===== config.mk =====
export PLATFORM = sky130hd
export DESIGN_NAME = row_clear_engine
export DESIGN_NICKNAME = d
export VERILOG_FILES = /design/src/rtl/board_pkg.sv /design/src/rtl/row_full_detect.sv /design/src/rtl/row_clear_engine.sv
export SDC_FILE = /design/constraint.sdc
export NUM_CORES = 1
export LEC_CHECK = 0
export BUFFER_PORTS_ARGS = -buffer_cell sky130_fd_sc_hd__buf_4
export CORE_AREA = 2 2 77 79
export CTS_BUF_LIST = sky130_fd_sc_hd__clkbuf_8
export DETAILED_ROUTE_END_ITERATION = 8
export DIE_AREA = 0 0 79 81
export MAX_ROUTING_LAYER = met4
export SKIP_CTS_REPAIR_TIMING = 1
export SLEW_MARGIN = 5
export SYNTH_ARGS = -nofsm -noshare
export SYNTH_HDL_FRONTEND = slang
export SYNTH_HIERARCHICAL = 1
export SYNTH_SLANG_ARGS = --single-unit

===== constraint.sdc =====
create_clock -name clk -period 6 [get_ports clk]
set_input_delay 0.6 -clock clk [delete_from_list [all_inputs] [get_ports clk]]
set_output_delay 0.6 -clock clk [all_outputs]
set_load 0.05 [all_outputs]

===== src/rtl/board_pkg.sv =====
// Shared types and constants for the row clear engine: FSM state encoding,
// per-pass score table and score saturation limit.
package board_pkg;

    typedef enum logic [2:0] {
        ST_IDLE,
        ST_READ,
        ST_EVAL,
        ST_FILL,
        ST_DONE
    } state_t;

    localparam int unsigned SCORE_W = 24;

    localparam logic [SCORE_W-1:0] SCORE_LINES_0 = 24'd0;
    localparam logic [SCORE_W-1:0] SCORE_LINES_1 = 24'd40;
    localparam logic [SCORE_W-1:0] SCORE_LINES_2 = 24'd100;
    localparam logic [SCORE_W-1:0] SCORE_LINES_3 = 24'd300;
    localparam logic [SCORE_W-1:0] SCORE_LINES_4 = 24'd1200;
    localparam logic [SCORE_W-1:0] SCORE_SAT     = 24'hFFFFFF;

    // Points awarded for one pass; four or more lines earn the top award
    function automatic logic [SCORE_W-1:0] score_for_lines(input logic [31:0] lines);
        logic [SCORE_W-1:0] pts;
        case (lines)
            32'd0:   pts = SCORE_LINES_0;
            32'd1:   pts = SCORE_LINES_1;
            32'd2:   pts = SCORE_LINES_2;
            32'd3:   pts = SCORE_LINES_3;
            default: pts = SCORE_LINES_4;
        endcase
        return pts;
    endfunction

endpackage


===== src/rtl/row_full_detect.sv =====
// Combinational full-row detector: high only when every cell bit is set.
module row_full_detect #(
    parameter int unsigned COLS = 10
) (
    input  logic [COLS-1:0] i_row,
    output logic            o_full_c
);

    assign o_full_c = &i_row;

endmodule


===== src/rtl/row_clear_engine.sv =====
// Clear-and-compact engine: walks the playfield bottom-up, drops full rows,
// shifts survivors down and zero-fills the vacated top rows.
// Optional scoring is enabled by defining ROW_CLEAR_SCORE_EN.
module row_clear_engine
    import board_pkg::*;
#(
    parameter int unsigned COLS       = 10,
    parameter int unsigned ROWS       = 32,
    parameter int unsigned TOP_ROW    = 3,
    parameter int unsigned BOTTOM_ROW = 22
) (
    input  logic                       clk,
    input  logic                       reset,
    input  logic                       start,
    output logic                       busy,
    output logic                       done,
    output logic [$clog2(ROWS)-1:0]    rd_addr,
    input  logic [COLS-1:0]            rd_data,
    output logic                       wr_en,
    output logic [$clog2(ROWS)-1:0]    wr_addr,
    output logic [COLS-1:0]            wr_data,
    output logic [$clog2(ROWS+1)-1:0]  lines_cleared,
    output logic [23:0]                score
);

    localparam int unsigned AW = $clog2(ROWS);
    localparam int unsigned PW = AW + 1;
    localparam int unsigned LW = $clog2(ROWS + 1);

    state_t          r_state;
    logic [PW-1:0]   r_src;
    logic [PW-1:0]   r_dst;
    logic [AW-1:0]   r_rd_addr;
    logic            r_busy;
    logic            r_done;
    logic [LW-1:0]   r_lines;

    logic            w_full;
    logic [PW-1:0]   w_dst_next;
    logic            w_wr_en;
    logic [AW-1:0]   w_wr_addr;
    logic [COLS-1:0] w_wr_data;

    row_full_detect #(
        .COLS (COLS)
    ) u_row_full_detect (
        .i_row    (rd_data),
        .o_full_c (w_full)
    );

    // Write port is driven from the current state so the copy lands in the
    // same cycle the source row is evaluated.
    always_comb begin
        w_dst_next = w_full ? r_dst : r_dst - PW'(1);
        w_wr_en    = 1'b0;
        w_wr_addr  = '0;
        w_wr_data  = '0;
        case (r_state)
            ST_EVAL: begin
                if (!w_full && (r_src != r_dst)) begin
                    w_wr_en   = 1'b1;
                    w_wr_addr = r_dst[AW-1:0];
                    w_wr_data = rd_data;
                end
            end
            ST_FILL: begin
                w_wr_en   = 1'b1;
                w_wr_addr = r_dst[AW-1:0];
            end
            default: ;
        endcase
    end

    always_ff @(posedge clk) begin
        if (reset) begin
            r_state   <= ST_IDLE;
            r_src     <= '0;
            r_dst     <= '0;
            r_rd_addr <= '0;
            r_busy    <= 1'b0;
            r_done    <= 1'b0;
            r_lines   <= '0;
        end else begin
            r_done <= 1'b0;
            case (r_state)
                ST_IDLE: begin
                    if (start) begin
                        r_state   <= ST_READ;
                        r_src     <= PW'(BOTTOM_ROW);
                        r_dst     <= PW'(BOTTOM_ROW);
                        r_rd_addr <= AW'(BOTTOM_ROW);
                        r_lines   <= '0;
                        r_busy    <= 1'b1;
                    end
                end
                ST_READ: begin
                    r_state <= ST_EVAL;
                end
                ST_EVAL: begin
                    if (w_full) begin
                        r_lines <= r_lines + LW'(1);
                    end
                    r_src <= r_src - PW'(1);
                    r_dst <= w_dst_next;
                    if (r_src == PW'(TOP_ROW)) begin
                        r_state <= (w_dst_next >= PW'(TOP_ROW)) ? ST_FILL : ST_DONE;
                    end else begin
                        r_state   <= ST_READ;
                        r_rd_addr <= AW'(r_src - PW'(1));
                    end
                end
                ST_FILL: begin
                    r_dst <= r_dst - PW'(1);
                    if (r_dst == PW'(TOP_ROW)) begin
                        r_state <= ST_DONE;
                    end
                end
                ST_DONE: begin
                    r_state <= ST_IDLE;
                    r_busy  <= 1'b0;
                    r_done  <= 1'b1;
                end
                default: begin
                    r_state <= ST_IDLE;
                end
            endcase
        end
    end

`ifdef ROW_CLEAR_SCORE_EN
    logic [SCORE_W-1:0] r_score;
    logic [SCORE_W:0]   w_score_sum;

    always_comb begin
        w_score_sum = {1'b0, r_score} + {1'b0, score_for_lines(32'(r_lines))};
    end

    // Accumulate once per pass, clamped at the saturation limit
    always_ff @(posedge clk) begin
        if (reset) begin
            r_score <= '0;
        end else if (r_state == ST_DONE) begin
            r_score <= (w_score_sum > {1'b0, SCORE_SAT}) ? SCORE_SAT
                                                         : w_score_sum[SCORE_W-1:0];
        end
    end

    assign score = r_score;
`else
    assign score = '0;
`endif

    assign busy          = r_busy;
    assign done          = r_done;
    assign rd_addr       = r_rd_addr;
    assign wr_en         = w_wr_en;
    assign wr_addr       = w_wr_addr;
    assign wr_data       = w_wr_data;
    assign lines_cleared = r_lines;

endmodule

==> metrics.txt <==
outcome=finished, final reports clean; CTS clock-pin slew for the worst setup and hold paths=around 0.1 ns; EDFF count, synth=0; grt total ovfl=0; WL final=between 4000 and 5000 um; Via density=4.73; largest net degree at the start of global routing=26; top cells by area, synth=dfxtp_1 29%, buf_4 10%, xor2_1 4.9%, and2_1 4.8%, nor2_1 4.8%; largest stage delay on the critical path=0.61 ns; Worst Path Required=5.40 ns; Max Clock Freq=roughly 320 MHz; # diodes=0; flip-flop and latch count after synthesis=28; sequential area share after synthesis=between 20% and 30%; Synth async-reset ratio=0%; CTS Sinks=28; Final Setup Violations=0; GR Util met1=~18%; die area=6400 um2; final core occ=approximately 40%; Cells after Synth=~240; Hold Crit Start=rd_addr[3]; M2 GR Usage=23.2%; Rows=28; Vias=about 1600; Max Cap Violations=0; core region area=5680 um2; WHS=~0.46 ns; cells along the critical path=or3b_1 -> a311oi_2 -> a21o_2 -> and2_1 -> buf_4; top-area cell type share of the netlist area=28.7%; grt peak-use layer=met2; total CTS buffers=3; RD Place Congestion=~0.79; worst vdd ir=roughly 0.00010 V; reg-to-reg setup timing slack=3.83 ns; total power per unit cell area=approximately 250 nW/um2; clk root buf=clkbuf_8; layout cells sized above 1=about a fifth; Post-synth top cells=28 x dfxtp_1, 26 x buf_4, 25 x nor2_1; nets@finish=287; CP Data Arrival Time=about 2.5 ns; post-synthesis instance area=1950 um2; synth unique cells=50; initial antenna violation count=0; LEAKAGE=0.000956 uW; worst-margin pin slew=~0.91 ns; DIE HEIGHT=slightly above 80 um; # placed instances=between 300 and 400; Crit Reg-Reg Endpoint=r_state[0]; Final min period=between 3 and 4 ns; RSZ-0062 raised after global routing=no; reg2reg path depth=7; Hold EP=rd_addr[3]; final period utilization=just over 50%; worst-skew pair later-pin latency=roughly 0.27 ns; first-pass GRT wire length=between 7000 and 8000 um; Hold Crit Class=reg -> reg; dpl cell area=2160 um2; Top Ports=66; GRT Overall Usage=around 14%; post-route DRC violation count=0; WS Path Type=reg -> out; H-tree levels=1; Hold Path Depth=2; Max Transition Viols Final=0; # fillers=595; non-filler cells, final=343; die width=~79 um; starting density of the core=between 30 and 40%; Routed Antenna Nets=0; Worst Setup End Kind=output pin; number of global-route vias before repair=roughly 1500; final clock skew=around 0.0038 ns; final hold vios=0; R2R Path Start=r_dst[0]; PortBufs=41; drt wl/cell=~12 um; GRT met3 Usage=about 1.8%; CTS tree=built; area leader, netlist=dfxtp_1; most numerous cell in the Yosys netlist=dfxtp_1; worst rel slew slack=39.0%; deepest clock path buffer count=2; Top FF cell, synth=dfxtp_1; Slowest-stage cell, CP=a311oi_2; P&R area growth vs syn=14.4%; yosys warns=6; syn_area_per_cell=about 8 um2; post-layout instance area=approximately 2200 um2; Worst setup SP type=flop; drt first pass iters=4; worst-path fanout max=18; detailed placer's ending HPWL=slightly above 3000 um; final setup TNS=0 ns; Initial DRC Count=125
-- metal layers --
layer	routed length [um]	vias up	part of all wire, %
met5	0	-	0
met4	48	0	1.1
met3	109	6	2.6
met2	2080	37	49
met1	1980	750	47
li1	-	830	-
-- critical path, delay by kind of cell (launching register included) --
kind / cells / cell delay (ns)
AO/OA/AOI/OAI: 2 / 0.82
AND/OR/NAND/NOR: 2 / 0.70
flip-flops: 1 / 0.51
buffers and inverters: 1 / 0.19
-- registers in the layout, indices dropped and copies added, names as in the netlist --
signal,cells
done,1
busy,1
rd_addr,5
r_dst,6
r_src,6
lines_cleared,6
r_state,3
-- worst max-delay path by stage --
stage                     from         end  slack, ns  depth (start not counted)
finish              r_state[0]  wr_addr[0]       2.90                          5
global route        r_state[0]  wr_addr[4]       2.72                          5
CTS                 r_state[0]  wr_addr[0]       2.87                          5
detailed placement  rd_data[8]  wr_addr[4]       3.15                          7
global placement    rd_data[8]  wr_addr[4]       3.17                          7
floorplan           r_state[0]  wr_addr[0]       3.44                          6
-- cell type report --
class	instances	area, um2	area share [%]
well taps	75	93.8	4.21
clock buffers	3	41.3	1.85
repair buffers	41	308	13.8
multi-input cells	189	1170	52.7
inverters	6	22.5	1.01
clock inverters	1	30.0	1.35
flip-flops and latches	28	561	25.1
-- layout by cell type, fill, tap and decap left out, types with 2 or more instances in the layout --
master / Yosys / routed
nor3_2: 2 / 2
nor3b_1: 3 / 3
clkbuf_8: 0 / 3
nand2b_1: 5 / 5
a21oi_1: 10 / 10
a211oi_1: 3 / 3
xor2_1: 11 / 11
nor4_1: 4 / 4
a32oi_1: 2 / 2
nand3_1: 3 / 3
nor2_1: 25 / 25
o21a_1: 2 / 2
and2_1: 15 / 15
dfxtp_1: 28 / 28
a311oi_1: 4 / 4
or3_4: 2 / 2
nor2b_1: 3 / 3
nand4_1: 5 / 5
nand2_1: 18 / 18
xnor2_1: 7 / 7
conb_1: 1 / 24
buf_4: 26 / 41
nor3_1: 8 / 8
o21ai_0: 6 / 6
ha_1: 5 / 5
inv_1: 6 / 6
-- power by group --
part | total [uW] | switching (uW) | internal, uW
Sequential | 221 | 23.3 | 198
Clock | 151 | 61.3 | 89.3
Combinational | 181 | 120 | 60.8
Total | 553 | 205 | 348
-- through the flow --
stage,setup slack [ns],power [uW]
floorplan,3.44,385
global placement,3.17,405
detailed placement,3.15,406
CTS,2.87,558
global route,2.72,584
finish,2.90,553
-- kinds of logic after synthesis --
family	after synthesis	share of synthesized area, %
AND/OR/NAND/NOR	100	28.4
adder cells (fa/ha/maj)	5	3.21
AO/OA/AOI/OAI	40	14.9
other	1	0.192
buffers and inverters	48	15.5
multiplexers	2	1.09
flip-flops	28	28.7
XOR/XNOR	18	8.08
Power figures use the tool's default switching activity.
